===== src/rtl/exe_hilo_pkg.sv =====
// Shared op codes, engine state encoding and op-class decode for the EXE HI/LO unit.
// The fast-multiply option (EXE_FAST_MUL_EN) is selected in exe_hilo_unit.
package exe_hilo_pkg;

  localparam logic [5:0] OP_MFHI  = 6'b010000;
  localparam logic [5:0] OP_MTHI  = 6'b010001;
  localparam logic [5:0] OP_MFLO  = 6'b010010;
  localparam logic [5:0] OP_MTLO  = 6'b010011;
  localparam logic [5:0] OP_MULT  = 6'b011000;
  localparam logic [5:0] OP_MULTU = 6'b011001;
  localparam logic [5:0] OP_DIV   = 6'b011010;
  localparam logic [5:0] OP_DIVU  = 6'b011011;

  typedef enum logic [1:0] {
    IDLE = 2'd0,
    MUL  = 2'd1,
    DIV  = 2'd2
  } state_t;

  function automatic logic is_hilo_op(input logic [5:0] code);
    case (code)
      OP_MFHI, OP_MTHI, OP_MFLO, OP_MTLO,
      OP_MULT, OP_MULTU, OP_DIV, OP_DIVU: return 1'b1;
      default:                            return 1'b0;
    endcase
  endfunction

endpackage


===== src/rtl/exe_hilo_divstep.sv =====
// One restoring-divide step: shift the next dividend bit into the partial remainder,
// subtract the divisor if it fits, and shift the resulting quotient bit in.
module exe_hilo_divstep
  import exe_hilo_pkg::*;
#(
  parameter int WIDTH = 32
) (
  input  logic [WIDTH-1:0] i_rem,
  input  logic [WIDTH-1:0] i_quot,
  input  logic [WIDTH-1:0] i_divisor,
  output logic [WIDTH-1:0] o_rem,
  output logic [WIDTH-1:0] o_quot
);

  logic [WIDTH:0] w_shifted;
  logic [WIDTH:0] w_diff;

  assign w_shifted = {i_rem, i_quot[WIDTH-1]};
  assign w_diff    = w_shifted - {1'b0, i_divisor};

  // Top bit of the difference acts as the borrow: set means the divisor did not fit.
  always_comb begin
    o_rem  = w_diff[WIDTH-1:0];
    o_quot = {i_quot[WIDTH-2:0], 1'b1};
    if (w_diff[WIDTH]) begin
      o_rem  = w_shifted[WIDTH-1:0];
      o_quot = {i_quot[WIDTH-2:0], 1'b0};
    end
  end

endmodule


===== src/rtl/exe_hilo_unit.sv =====
// EXE-side HI/LO unit: MFHI/MFLO/MTHI/MTLO plus iterative radix-2 multiply and divide.
// Mul/div take 32 cycles after accept (EXE_FAST_MUL_EN: multiply writes HI/LO at accept).
// WANT_FREEZE holds ID while a HI/LO op meets a busy engine; stall_IC blocks accept and holds results.
module exe_hilo_unit
  import exe_hilo_pkg::*;
#(
  parameter int WIDTH = 32
) (
  input  logic             CLK,
  input  logic             RESET,
  input  logic             stall_IC,
  input  logic [5:0]       ALU_Control1_IN,
  input  logic [WIDTH-1:0] OperandA1_IN,
  input  logic [WIDTH-1:0] OperandB1_IN,
  input  logic [WIDTH-1:0] Instr1_IN,
  output logic [WIDTH-1:0] Result_OUT,
  output logic             ResultValid_OUT,
  output logic             Busy_OUT,
  output logic             WANT_FREEZE,
  output logic [WIDTH-1:0] HI_OUT,
  output logic [WIDTH-1:0] LO_OUT
);

  state_t r_state;
  state_t w_state_nxt;

  logic [5:0]         r_cnt;
  logic [WIDTH-1:0]   r_hi;
  logic [WIDTH-1:0]   r_lo;
  logic [WIDTH-1:0]   r_acc_hi;
  logic [WIDTH-1:0]   r_acc_lo;
  logic [WIDTH-1:0]   r_mcand;
  logic               r_neg_res;
  logic               r_neg_rem;
  logic               r_dz;
  logic [WIDTH-1:0]   r_result;
  logic               r_result_vld;

  logic               w_hilo_op;
  logic               w_accept;
  logic               w_is_mul;
  logic               w_is_div;
  logic               w_is_signed;
  logic               w_load;
  logic               w_last;
  logic               w_a_neg;
  logic               w_b_neg;
  logic [WIDTH-1:0]   w_a_mag;
  logic [WIDTH-1:0]   w_b_mag;
  logic [WIDTH:0]     w_mul_sum;
  logic [WIDTH-1:0]   w_mul_hi;
  logic [WIDTH-1:0]   w_mul_lo;
  logic [2*WIDTH-1:0] w_prod;
  logic [2*WIDTH-1:0] w_prod_fix;
  logic [WIDTH-1:0]   w_div_rem;
  logic [WIDTH-1:0]   w_div_quot;
  logic [WIDTH-1:0]   w_rem_fix;
  logic [WIDTH-1:0]   w_quot_fix;
  logic [WIDTH-1:0]   w_unused_instr;

  assign w_unused_instr = Instr1_IN;

  assign w_hilo_op   = is_hilo_op(ALU_Control1_IN);
  assign WANT_FREEZE = w_hilo_op && (r_state != IDLE);
  assign w_accept    = w_hilo_op && !WANT_FREEZE && !stall_IC;

  assign w_is_mul    = (ALU_Control1_IN == OP_MULT) || (ALU_Control1_IN == OP_MULTU);
  assign w_is_div    = (ALU_Control1_IN == OP_DIV)  || (ALU_Control1_IN == OP_DIVU);
  assign w_is_signed = (ALU_Control1_IN == OP_MULT) || (ALU_Control1_IN == OP_DIV);

`ifdef EXE_FAST_MUL_EN
  assign w_load = w_accept && w_is_div;
`else
  assign w_load = w_accept && (w_is_div || w_is_mul);
`endif

  assign w_a_neg = w_is_signed && OperandA1_IN[WIDTH-1];
  assign w_b_neg = w_is_signed && OperandB1_IN[WIDTH-1];
  assign w_a_mag = w_a_neg ? -OperandA1_IN : OperandA1_IN;
  assign w_b_mag = w_b_neg ? -OperandB1_IN : OperandB1_IN;

`ifdef EXE_FAST_MUL_EN
  logic [2*WIDTH-1:0] w_fast_mag;
  logic [2*WIDTH-1:0] w_fast_prod;
  assign w_fast_mag  = {{WIDTH{1'b0}}, w_a_mag} * {{WIDTH{1'b0}}, w_b_mag};
  assign w_fast_prod = (w_a_neg ^ w_b_neg) ? -w_fast_mag : w_fast_mag;
`endif

  assign w_last = (r_cnt == 6'd31);

  // Shift-add step: r_acc_lo starts as the multiplier and fills with product bits from the top.
  assign w_mul_sum  = {1'b0, r_acc_hi} + {1'b0, (r_acc_lo[0] ? r_mcand : {WIDTH{1'b0}})};
  assign w_mul_hi   = w_mul_sum[WIDTH:1];
  assign w_mul_lo   = {w_mul_sum[0], r_acc_lo[WIDTH-1:1]};
  assign w_prod     = {w_mul_hi, w_mul_lo};
  assign w_prod_fix = r_neg_res ? -w_prod : w_prod;

  exe_hilo_divstep #(
    .WIDTH (WIDTH)
  ) u_divstep (
    .i_rem     (r_acc_hi),
    .i_quot    (r_acc_lo),
    .i_divisor (r_mcand),
    .o_rem     (w_div_rem),
    .o_quot    (w_div_quot)
  );

  // Divide by zero leaves the dividend magnitude in the remainder, so only LO needs forcing.
  assign w_quot_fix = r_dz ? {WIDTH{1'b1}} : (r_neg_res ? -w_div_quot : w_div_quot);
  assign w_rem_fix  = r_neg_rem ? -w_div_rem : w_div_rem;

  always_ff @(posedge CLK) begin
    if (RESET) r_state <= IDLE;
    else       r_state <= w_state_nxt;
  end

  always_comb begin
    w_state_nxt = r_state;
    case (r_state)
      IDLE: begin
        if (w_accept && w_is_div) begin
          w_state_nxt = DIV;
        end
`ifndef EXE_FAST_MUL_EN
        else if (w_accept && w_is_mul) begin
          w_state_nxt = MUL;
        end
`endif
      end
      MUL, DIV: begin
        if (w_last) w_state_nxt = IDLE;
      end
      default: w_state_nxt = IDLE;
    endcase
  end

  always_ff @(posedge CLK) begin
    if (RESET) begin
      r_cnt        <= '0;
      r_hi         <= '0;
      r_lo         <= '0;
      r_acc_hi     <= '0;
      r_acc_lo     <= '0;
      r_mcand      <= '0;
      r_neg_res    <= 1'b0;
      r_neg_rem    <= 1'b0;
      r_dz         <= 1'b0;
      r_result     <= '0;
      r_result_vld <= 1'b0;
    end else begin
      if (r_state != IDLE) begin
        r_cnt <= w_last ? 6'd0 : r_cnt + 6'd1;
        if (r_state == MUL) begin
          r_acc_hi <= w_mul_hi;
          r_acc_lo <= w_mul_lo;
          if (w_last) {r_hi, r_lo} <= w_prod_fix;
        end else begin
          r_acc_hi <= w_div_rem;
          r_acc_lo <= w_div_quot;
          if (w_last) begin
            r_hi <= w_rem_fix;
            r_lo <= w_quot_fix;
          end
        end
      end

      if (w_load) begin
        r_cnt     <= '0;
        r_acc_hi  <= '0;
        r_acc_lo  <= w_a_mag;
        r_mcand   <= w_b_mag;
        r_neg_res <= w_a_neg ^ w_b_neg;
        r_neg_rem <= w_a_neg;
        r_dz      <= (OperandB1_IN == '0);
      end

      if (!stall_IC) r_result_vld <= 1'b0;

      if (w_accept) begin
        case (ALU_Control1_IN)
          OP_MFHI: begin
            r_result     <= r_hi;
            r_result_vld <= 1'b1;
          end
          OP_MFLO: begin
            r_result     <= r_lo;
            r_result_vld <= 1'b1;
          end
          OP_MTHI: r_hi <= OperandA1_IN;
          OP_MTLO: r_lo <= OperandA1_IN;
`ifdef EXE_FAST_MUL_EN
          OP_MULT, OP_MULTU: {r_hi, r_lo} <= w_fast_prod;
`endif
          default: ;
        endcase
      end
    end
  end

  assign Result_OUT      = r_result;
  assign ResultValid_OUT = r_result_vld;
  assign Busy_OUT        = (r_state != IDLE);
  assign HI_OUT          = r_hi;
  assign LO_OUT          = r_lo;

endmodule


===== config.mk =====
export PLATFORM = sky130hd
export DESIGN_NAME = exe_hilo_unit
export DESIGN_NICKNAME = d
export VERILOG_FILES = /design/src/rtl/exe_hilo_pkg.sv /design/src/rtl/exe_hilo_divstep.sv /design/src/rtl/exe_hilo_unit.sv
export SDC_FILE = /design/constraint.sdc
export NUM_CORES = 1
export LEC_CHECK = 0
export CAP_MARGIN = 30
export CORE_ASPECT_RATIO = 0.9
export CORE_UTILIZATION = 58
export DETAILED_ROUTE_END_ITERATION = 8
export PLACE_DENSITY = 0.83
export SYNTH_ARGS = -nofsm -noshare
export SYNTH_HDL_FRONTEND = slang
export SYNTH_SLANG_ARGS = --single-unit

===== constraint.sdc =====
create_clock -name CLK -period 6.2 [get_ports CLK]
set_clock_uncertainty 0.1 [all_clocks]
set_input_delay 1.55 -clock CLK [delete_from_list [all_inputs] [get_ports CLK]]
set_output_delay 1.55 -clock CLK [all_outputs]
set_load 0.01 [all_outputs]

* After elaboration in Yosys (flattened, before gate mapping)
Memories as Yosys holds them, arrays and structs flattened.
Cells that the tools add are included.
** Storage, ports and cells
- Bits in registers :: 204
- Memory bits (read-only) :: 32
- Output and inout port bits :: 99
- Logic and storage cells :: 94
- Memories :: 1
** Cells by class
- Add/subtract/negate cells :: 8
- Equality and inequality tests :: 13
- Multiplexer cells :: 35
- Bitwise logic cells :: 1
- Reductions and logical operators :: 24
** Memory list
- (no name shown) :: words 32, bits a word 1, rd ports 1, clocked after memory_dff 0, wr ports 0, line exe_hilo_pkg.sv:21 : case (code)
** Operators with widths (count)
- $mux 32 :: 23
- $neg 32->32 :: 4
- $mux 64 :: 1
- $neg 64->64 :: 1
- $pmux 32 s2 :: 1
- $eq 6x5->1 const B :: 9
- $add 32x32->33 :: 1
- $sub 33x32->33 :: 1
- $logic_not 32->1 :: 1
- $logic_and 1x1->1 :: 8
- $add 6x1->6 const B :: 1
- $mux 2 :: 3
- $mux 6 :: 1
- $reduce_bool 2->1 :: 3
- $reduce_or 2->1 :: 3
- $mux 1 :: 5
- $logic_or 1x1->1 :: 4
- $pmux 2 s2 :: 1
- $reduce_and 2->1 :: 2
- $ne 3x3->1 const B :: 1
- $eq 2x1->1 const B :: 1
- $eq 2x2->1 const B :: 1
- $logic_not 1->1 :: 2
- $logic_not 2->1 :: 1
- 2 further kinds :: 2

* Logic depth before layout (Yosys ltp)
Gate-level depths: netlist of the first run.
- Depth in word-level cells :: 10
- Depth in mapped cells :: 24
- Mapped depth without buffers :: 21

* Modules after synthesis
Synthesis of the first run repeated with hierarchy kept, for this count alone.
** Second synthesis, totals
- Cell total of the unflattened synthesis :: 2366
- Area, all modules :: 17973.5 um2
** By module, submodules not included
- exe_hilo_unit :: times used 1, cells an instance 2030, area an instance 15382.3 um2, sequential area each 4083.9 um2
- exe_hilo_divstep :: times used 1, cells an instance 336, area an instance 2591.2 um2, sequential area each 0.0 um2

* Least setup slack after synthesis of the first run
OpenSTA, ideal clock, no wires.
- Path type :: register to register
- Start point :: register r_acc_lo[31]
- End point :: register r_hi[16], in the netlist HI_OUT[16]
- Arrival :: 5.280 ns
- Data required time :: 5.988 ns
- Path slack :: 0.707 ns
- Stages on the path, launching flop included :: 23
- Buffers on the path :: 3
- Period minus slack after synthesis :: 5.493 ns
- Cell sequence :: dfxtp_1 -> clkbuf_1 -> inv_1 -> ha_1 -> inv_1 -> fa_1 -> and3_1 -> o211a_1 -> o21ai_1 -> a21oi_1 -> o21a_1 -> nor2_1 -> clkbuf_1 -> clkbuf_1 -> mux2i_1 -> ha_1 -> nand3_1 -> o41a_1 -> or2_1 -> o41ai_1 -> xor2_1 -> o21ai_1 -> a2111oi_1
** On the way
- Longest elaborated chain between the ends :: 9
** Ends and longest elaborated chain
- from (decl) :: line exe_hilo_unit.sv:31 : logic [WIDTH-1:0] r_acc_lo;
- from (signal assigned) :: line exe_hilo_unit.sv:155 : r_acc_lo <= w_mul_lo;
- from (signal assigned) :: line exe_hilo_unit.sv:159 : r_acc_lo <= w_div_quot;
- from (signal assigned) :: line exe_hilo_unit.sv:170 : r_acc_lo <= w_a_mag;
- $sub 33x32->33 :: line exe_hilo_divstep.sv:19 : assign w_diff = w_shifted - {1'b0, i_divisor};
- $mux 32 :: line exe_hilo_divstep.sv:25 : if (w_diff[WIDTH]) begin
- $neg 32->32 :: line exe_hilo_unit.sv:110 : assign w_rem_fix = r_neg_rem ? -w_div_rem : w_div_rem;
- $mux 32 :: line exe_hilo_unit.sv:110
- $mux 32 :: line exe_hilo_unit.sv:160 : if (w_last) begin
- $mux 32 (*) :: line exe_hilo_unit.sv:153 : if (r_state == MUL) begin
- $mux 32 (*) :: line exe_hilo_unit.sv:151 : if (r_state != IDLE) begin
- $mux 32 :: line exe_hilo_unit.sv:180 : case (ALU_Control1_IN)
- $mux 32 (*) :: line exe_hilo_unit.sv:179 : if (w_accept) begin
- to (signal assigned) :: line exe_hilo_unit.sv:156 : if (w_last) {r_hi, r_lo} <= w_prod_fix;
- to (signal assigned) :: line exe_hilo_unit.sv:161 : r_hi <= w_rem_fix;
- to (signal assigned) :: line exe_hilo_unit.sv:189 : OP_MTHI: r_hi <= OperandA1_IN;
- to (decl) :: line exe_hilo_unit.sv:28 : logic [WIDTH-1:0] r_hi;
Every way passes the cells marked *; elsewhere a longest branch is shown, timed or not.
A chain may end at the register's enable or synchronous reset.

* Worst setup path in the final report of the first run
- Start point :: register r_acc_lo[0]
- End point :: register r_hi[31], in the netlist HI_OUT[31]
** On the way
- Longest elaborated chain between the ends :: 9
** Ends and longest elaborated chain
- $mux 32 (*) :: line exe_hilo_unit.sv:92 : assign w_mul_sum = {1'b0, r_acc_hi} + {1'b0, (r_acc_lo[0] ? r_mcand : {WIDTH{1'b0}})};
- $add 32x32->33 (*) :: line exe_hilo_unit.sv:92
- $neg 64->64 :: line exe_hilo_unit.sv:96 : assign w_prod_fix = r_neg_res ? -w_prod : w_prod;
- $mux 64 (*) :: line exe_hilo_unit.sv:96
- $mux 32 (*) :: line exe_hilo_unit.sv:156
- $mux 32 (*) :: line exe_hilo_unit.sv:153
- $mux 32 (*) :: line exe_hilo_unit.sv:151
- $mux 32 :: line exe_hilo_unit.sv:180
- $mux 32 (*) :: line exe_hilo_unit.sv:179
Marks and branches as above.

==> results of run 1 <==
==> metrics by stage <==
stage | utilization | power, uW
floorplan | - | 2390
finish | 0.689 | 4470
CTS | 0.688 | 4400
detailed placement | 0.659 | 2870
global route | 0.689 | 4620
global placement | 0.659 | 2840
==> power groups by stage <==
| stage | sequential (uW) | clock (uW) | combinational (uW) |
|---|---|---|---|
| final | 1360 | 1550 | 1560 |
| after floorplan | 1370 | 0 | 1020 |
| after global routing | 1360 | 1610 | 1650 |
| after detailed placement | 1390 | 0 | 1490 |
| after CTS | 1360 | 1540 | 1490 |
| after global placement | 1390 | 0 | 1450 |
==> cell usage after synthesis, types with 16 or more instances <==
library cell	n	area share
nor2_1	348	0.072
dfxtp_1	204	0.23
nand2_1	198	0.041
a21oi_1	188	0.052
clkbuf_1	159	0.033
a211oi_1	145	0.060
o21ai_0	120	0.033
xor2_1	111	0.054
xnor2_1	97	0.047
nor3_1	83	0.023
ha_1	72	0.050
inv_1	69	0.014
mux2i_1	65	0.036
a22oi_1	40	0.017
o31ai_1	39	0.016
nand3_1	37	0.010
o211ai_1	36	0.015
or3_1	30	0.010
buf_1	25	0.0052
o21ai_1	25	0.0069
a21o_1	24	0.010
a221oi_1	24	0.012
and2_1	24	0.0083
nor4_1	19	0.0066
a311oi_1	17	0.0082
and3_1	17	0.0059
nand4_1	17	0.0059
o41ai_1	17	0.0082
nor2b_1	16	0.0055
==> registers in the layout, summed over array words and instances (netlist names) <==
register         flops
r_state              2
r_acc_lo            32
ResultValid_OUT      1
r_mcand             32
r_acc_hi            32
LO_OUT              32
Result_OUT          32
r_dz                 1
HI_OUT              32
r_neg_rem            1
r_cnt                6
r_neg_res            1
==> layout make-up <==
class,instances,share of cell area
Clock inverter,14,0.00907
Tap cell,403,0.0242
Inverter,72,0.0130
Multi-Input combinational cell,2028,0.627
Clock buffer,30,0.0319
Sequential cell,204,0.196
Antenna cell,1,0.000120
Timing Repair Buffer,213,0.0987
==> routing by layer <==
layer  part of all wire  global-route usage  vias to the layer above
li1                   -                   -                     9297
met1               0.42               0.572                     9476
met2               0.42               0.605                     1261
met3               0.13               0.115                      163
met4              0.035               0.142                        2
met5            0.00019                   0                        -
==> cells by family after synthesis <==
kind of cell    Yosys count  share of synthesized area
compound gates          815                      0.304
xor+xnor                208                      0.101
fa+ha+maj                74                     0.0520
buf+inv                 263                     0.0555
flops                   204                      0.226
mux                      73                     0.0409
simple gates            858                      0.221
==> worst max path at each step <==
stage,start,to,slack (ns),depth (start not counted)
after global routing,r_acc_lo[0],HI_OUT[31],0.29,16
after floorplan,r_acc_lo[31],HI_OUT[16],0.71,22
final,r_acc_lo[0],HI_OUT[31],0.47,16
after detailed placement,r_acc_lo[0],HI_OUT[31],0.65,16
after CTS,r_acc_lo[0],HI_OUT[31],0.61,16
after global placement,r_acc_lo[0],HI_OUT[31],0.73,16
==> critical path, stage by stage, from the launching register on <==
cell       delay, ns
dfxtp_1         0.36
inv_1           0.26
buf_4           0.23
nor2_1          0.06
ha_1            0.35
and3_1          0.22
a2111o_1        0.51
a221oi_2        0.39
xnor2_1         0.23
a2111o_1        0.50
or4_4           0.54
or4b_1          0.54
or2_4           0.29
o41ai_2         0.24
xor2_1          0.12
a22o_1          0.26
a2111oi_1       0.38
==> Flow_metrics.wiki, run 1 <==
{| class="wikitable"
! Metric !! Value
|-
| Startpoint of the tightest hold check path || r_mcand[31]
|-
| Global-route wire length before repair || 103 mm
|-
| Highest clock rate || 175 MHz
|-
| CTS-repair resized insts || 0
|-
| Detailed Route Iter0 Violations || 2860
|-
| Post-synthesis average cell area || 7.25 um2
|-
| Seq pwr share || 0.304
|-
| Detailed-routing iteration count for the pre-antenna-repair pass || 6
|-
| CTS tree || yes
|-
| Residual overflow from global routing || 0
|-
| Total of fill cells in the finished design || 2653
|-
| Maximum number of pins on one net before global-route repair || 102
|-
| Worst r2r src || r_acc_lo[0]
|-
| Remaining DRCs || 0
|-
| Count of max-cap constraint violations || 0
|-
| Average vias per placed instance || 6.81
|-
| Hold buffers post-CTS || 0
|-
| Unrepaired setup endpoints after global routing || false
|-
| Number of nets with antenna violations after detailed routing || 0
|-
| Aggregate global-route resource usage || 0.412
|-
| Worst IR Drop VDD || 0.000218 V
|-
| Core Footprint || 0.0303 mm2
|-
| Post-layout minimum cycle time || 5.73 ns
|-
| Worst Setup Path Type || flip-flop to flip-flop
|-
| Number of H-tree levels || 1
|-
| Clock latency at the later pin of the worst-skew pair || 0.54 ns
|-
| Commonest cells after routing, fill and taps aside || 345 x nor2_1, 203 x dfxtp_1, 197 x nand2_1
|-
| Internal power of the cells || 2810 uW
|-
| Post-CTS setup-driven buffer insertion count || 0
|-
| Initial cell density of the core || 0.598
|-
| Count of boundary I/O pins || 204
|-
| Max FO, Critical Path || 9
|-
| Hold EP || r_mcand[31]
|-
| Detailed-route wire length || 68.4 mm
|-
| Most common cell after layout, fill and taps aside || nor2_1
|-
| CTS clk-pin slew, worst paths || 0.06 ns
|-
| Site Rows || 60
|-
| Fin Setup TNS || 0 ns
|-
| Total via count in the routed design || 20200
|-
| Initial antenna violation count || 2
|-
| Yosys Warn Count || 0
|-
| Proportion of total power due to net switching || 0.372
|-
| Endpoint class of the critical path || flip-flop
|-
| Slew headroom || 0.285
|-
| Number of buffers created by CTS || 24
|-
| Slack of the critical path || 0.474 ns
|-
| Worst setup SP type || flip-flop
|-
| Multi-input gate area || 0.0131 mm2
|-
| Full die area || 0.0319 mm2
|-
| Class of the tightest hold or removal check || flip-flop to flip-flop
|-
| Proportion of synthesized flip-flops having asynchronous set or reset || 0
|-
| Worst-Margin Slew || 1.07 ns
|-
| Final Instance Area || 0.0208 mm2
|-
| Commonest register cell after synthesis || dfxtp_1
|-
| Die Ht || 170 um
|-
| Number of cells traversed by the worst hold path || 2
|-
| Register bit count reported by yosys || 204
|-
| Clock group share of total power || 0.347
|-
| Power spent charging and discharging nets || 1660 uW
|-
| Number of max-slew violations in the final report || 0
|-
| Leakage component of the power || 0.00738 uW
|-
| Sum of net half-perimeters after detailed placement || 51.9 mm
|-
| Ratio of cells with drive above 1 in the final layout || 0.0523
|-
| Worst hold slack || 0.352 ns
|-
| Final net count || 2722
|-
| Power density of the placed cells || 215 mW/mm2
|-
| Worst reg2reg path endpoint || HI_OUT[31]
|-
| Reg2Reg Setup Slack || 0.47 ns
|-
| Die Wd || 188 um
|-
| Root Driver || clkbuf_16
|-
| Instance area at placement || 0.0200 mm2
|-
| Run status || complete, no violations
|-
| Number of global-route vias before repair || 18000
|-
| Arrival time of data at the critical path endpoint || 6.03 ns
|-
| Unique cell type count in the Yosys netlist || 89
|-
| Sequential cell area || 0.00409 mm2
|-
| WP data required || 6.51 ns
|-
| Number of cells traversed by the worst register-to-register path || 16
|-
| Post-synthesis instance area || 0.0181 mm2
|-
| Avg WL per Cell || 23.1 um
|-
| Crit share post-route || 0.924
|-
| Number of sinks handled by clock tree synthesis || 204
|-
| Placer Congestion || 1.03
|-
| Maximum clock path buffer count || 3
|-
| Synth Instances || 2495
|-
| Syn nets || 2674
|-
| Relative area change from synthesis to final layout || 15.1%
|-
| Final standard cell count with taps included and fillers excluded || 2965
|-
| Port Buf Inserts || 171
|-
| Fraction of power consumed by combinational cells || 0.348
|-
| Sequential share of the synthesized area || 0.226
|-
| Final Hold Violating Endpoints || 0
|-
| Total instance count after detailed placement || 2919
|-
| Finish-stage setup viols || 0
|-
| Number of enable-type register cells in the synthesized netlist || 0
|-
| Post-place setup slack || 0.649 ns
|}
Power figures use the tool's default switching activity.
==> inputs of run 2 (changes only) <==
- CORE_MARGIN: not set -> 1
- PLACE_DENSITY: 0.83 -> 0.93
==> Flow_metrics.wiki, run 2 (synthesized netlist as in run 1, its figures left out) <==
{| class="wikitable"
! Metric !! Value
|-
| Unrepaired setup endpoints after global routing || false
|-
| Hold buffers post-CTS || 0
|-
| Post-layout minimum cycle time || 6.09 ns
|-
| Relative area change from synthesis to final layout || 15.2%
|-
| Avg WL per Cell || 23.8 um
|-
| Count of boundary I/O pins || 204
|-
| Most common cell after layout, fill and taps aside || nor2_1
|-
| Die Wd || 188 um
|-
| Number of sinks handled by clock tree synthesis || 204
|-
| Ratio of cells with drive above 1 in the final layout || 0.0539
|-
| Global-route wire length before repair || 107 mm
|-
| Full die area || 0.0319 mm2
|-
| Aggregate global-route resource usage || 0.426
|-
| Endpoint class of the critical path || flip-flop
|-
| Crit share post-route || 0.983
|-
| Fin Setup TNS || 0 ns
|-
| Root Driver || clkbuf_16
|-
| Maximum clock path buffer count || 3
|-
| Count of max-cap constraint violations || 0
|-
| Antenna Diode Count || 0
|-
| CTS tree || yes
|-
| Average vias per placed instance || 7.01
|-
| Finish-stage setup viols || 0
|-
| Final net count || 2723
|-
| Site Rows || 60
|-
| Number of global-route vias before repair || 18700
|-
| Hold EP || r_mcand[25]
|-
| Startpoint of the tightest hold check path || r_mcand[25]
|-
| Power density of the placed cells || 219 mW/mm2
|-
| Number of nets with antenna violations after detailed routing || 0
|-
| Commonest cells after routing, fill and taps aside || 345 x nor2_1, 203 x dfxtp_1, 197 x nand2_1
|-
| Number of cells traversed by the worst register-to-register path || 16
|-
| Core Footprint || 0.0303 mm2
|-
| Leakage component of the power || 0.00739 uW
|-
| Total instance count after detailed placement || 2918
|-
| Total of fill cells in the finished design || 2511
|-
| Arrival time of data at the critical path endpoint || 6.40 ns
|-
| Fraction of power consumed by combinational cells || 0.353
|-
| Power spent charging and discharging nets || 1730 uW
|-
| WP data required || 6.51 ns
|-
| Worst r2r src || r_acc_lo[0]
|-
| Final Hold Violating Endpoints || 0
|-
| Slew headroom || 0.356
|-
| Remaining DRCs || 19
|-
| Internal power of the cells || 2840 uW
|-
| Sum of net half-perimeters after detailed placement || 52.1 mm
|-
| Worst Setup Path Type || flip-flop to flip-flop
|-
| Number of buffers created by CTS || 24
|-
| Worst IR Drop VDD || 0.000226 V
|-
| Initial cell density of the core || 0.598
|-
| Proportion of total power due to net switching || 0.379
|-
| Detailed Route Iter0 Violations || 3436
|-
| Maximum number of pins on one net before global-route repair || 102
|-
| Run status || complete, but fails checks
|-
| Final standard cell count with taps included and fillers excluded || 2965
|-
| Clock group share of total power || 0.349
|-
| Worst setup SP type || flip-flop
|-
| Clock latency at the later pin of the worst-skew pair || 0.54 ns
|-
| Reg2Reg Setup Slack || 0.11 ns
|-
| Number of max-slew violations in the final report || 0
|-
| Highest clock rate || 164 MHz
|-
| Number of cells traversed by the worst hold path || 2
|-
| Seq pwr share || 0.299
|-
| Placer Congestion || 1.06
|-
| CTS clk-pin slew, worst paths || 0.06 ns
|-
| Die Ht || 170 um
|-
| Worst reg2reg path endpoint || HI_OUT[31]
|-
| Violations in the final reports || design-rule violations
|-
| Max FO, Critical Path || 7
|-
| Worst-Margin Slew || 0.966 ns
|-
| Class of the tightest hold or removal check || flip-flop to flip-flop
|-
| Detailed-route wire length || 70.7 mm
|-
| Residual overflow from global routing || 0
|-
| Number of H-tree levels || 1
|-
| Total via count in the routed design || 20800
|-
| Port Buf Inserts || 171
|-
| Initial antenna violation count || 0
|-
| Detailed-routing iteration count for the pre-antenna-repair pass || 9
|}
-- run 2: cell types whose count changed in the layout (fill, tap and decap cells not counted), sizes merged --
cell and delta:
clkinv -4, diode -1, clkbuf -1, clkinvlp +3
buf +1, inv +2
-- run 2: layout make-up --
type | count | area, um2 | area share
clock buffers | 29 | 671 | 0.0322
clock inverters | 15 | 208 | 0.00996
inverters | 72 | 274 | 0.0131
multi-input cells | 2028 | 13100 | 0.626
flip-flops and latches | 204 | 4090 | 0.196
well taps | 403 | 504 | 0.0242
repair buffers | 214 | 2050 | 0.0984
-- run 2: power groups by stage --
stage               registers, uW  clock network (uW)  logic (uW)
finish                       1360                1590        1610
global route                 1360                1640        1690
CTS                          1360                1590        1530
detailed placement           1390                   0        1520
global placement             1390                   0        1500
floorplan                    1370                   0        1020
-- run 2: routing by layer --
layer / GRT usage / share of wire
met1: 0.566 / 0.40
met2: 0.611 / 0.40
met3: 0.151 / 0.15
met4: 0.191 / 0.054
met5: 0.0415 / 0.0025
-- run 2: metrics by stage --
step / area (um2) / setup slack, ns / hold WS (ns) / utilization / power [uW]
2_1_floorplan: 18100 / 0.707 / 0.332 / - / 2390
3_3_place_gp: 19900 / 0.545 / 0.341 / 0.659 / 2890
3_5_place_dp: 19900 / 0.409 / 0.346 / 0.659 / 2910
4_1_cts: 20800 / 0.294 / 0.352 / 0.688 / 4480
5_1_grt: 20900 / 0.00700 / 0.364 / 0.689 / 4690
6_report: 20900 / 0.106 / 0.350 / 0.689 / 4570
-- run 2: how the worst max path moves through the flow --
| stage | from | end | slack (ns) |
|---|---|---|---|
| final | r_acc_lo[0] | HI_OUT[31] | 0.11 |
| after global routing | r_acc_lo[0] | HI_OUT[31] | 0.007 |
| after CTS | r_acc_lo[0] | HI_OUT[31] | 0.29 |
| after detailed placement | r_acc_lo[0] | HI_OUT[31] | 0.41 |
| after global placement | r_acc_lo[0] | HI_OUT[31] | 0.55 |
| after floorplan | r_acc_lo[31] | HI_OUT[16] | 0.71 |
-- run 2: worst max-delay path, stage by stage, from the launching register on --
cell	delay (ns)
dfxtp_1	0.61
clkinvlp_4	0.27
buf_4	0.22
nor2_1	0.11
ha_1	0.32
and3_1	0.20
a2111o_1	0.47
a221oi_2	0.42
xnor2_1	0.23
a2111o_1	0.47
or4_4	0.54
or4b_1	0.57
or2_4	0.30
o41ai_2	0.27
xor2_1	0.14
a22o_1	0.30
a2111oi_1	0.40
-- run 2: timing repair --
action	CTS	global route
endpoints found under the setup margin	0	1
resized for setup	0	1
buffers inserted	0	2
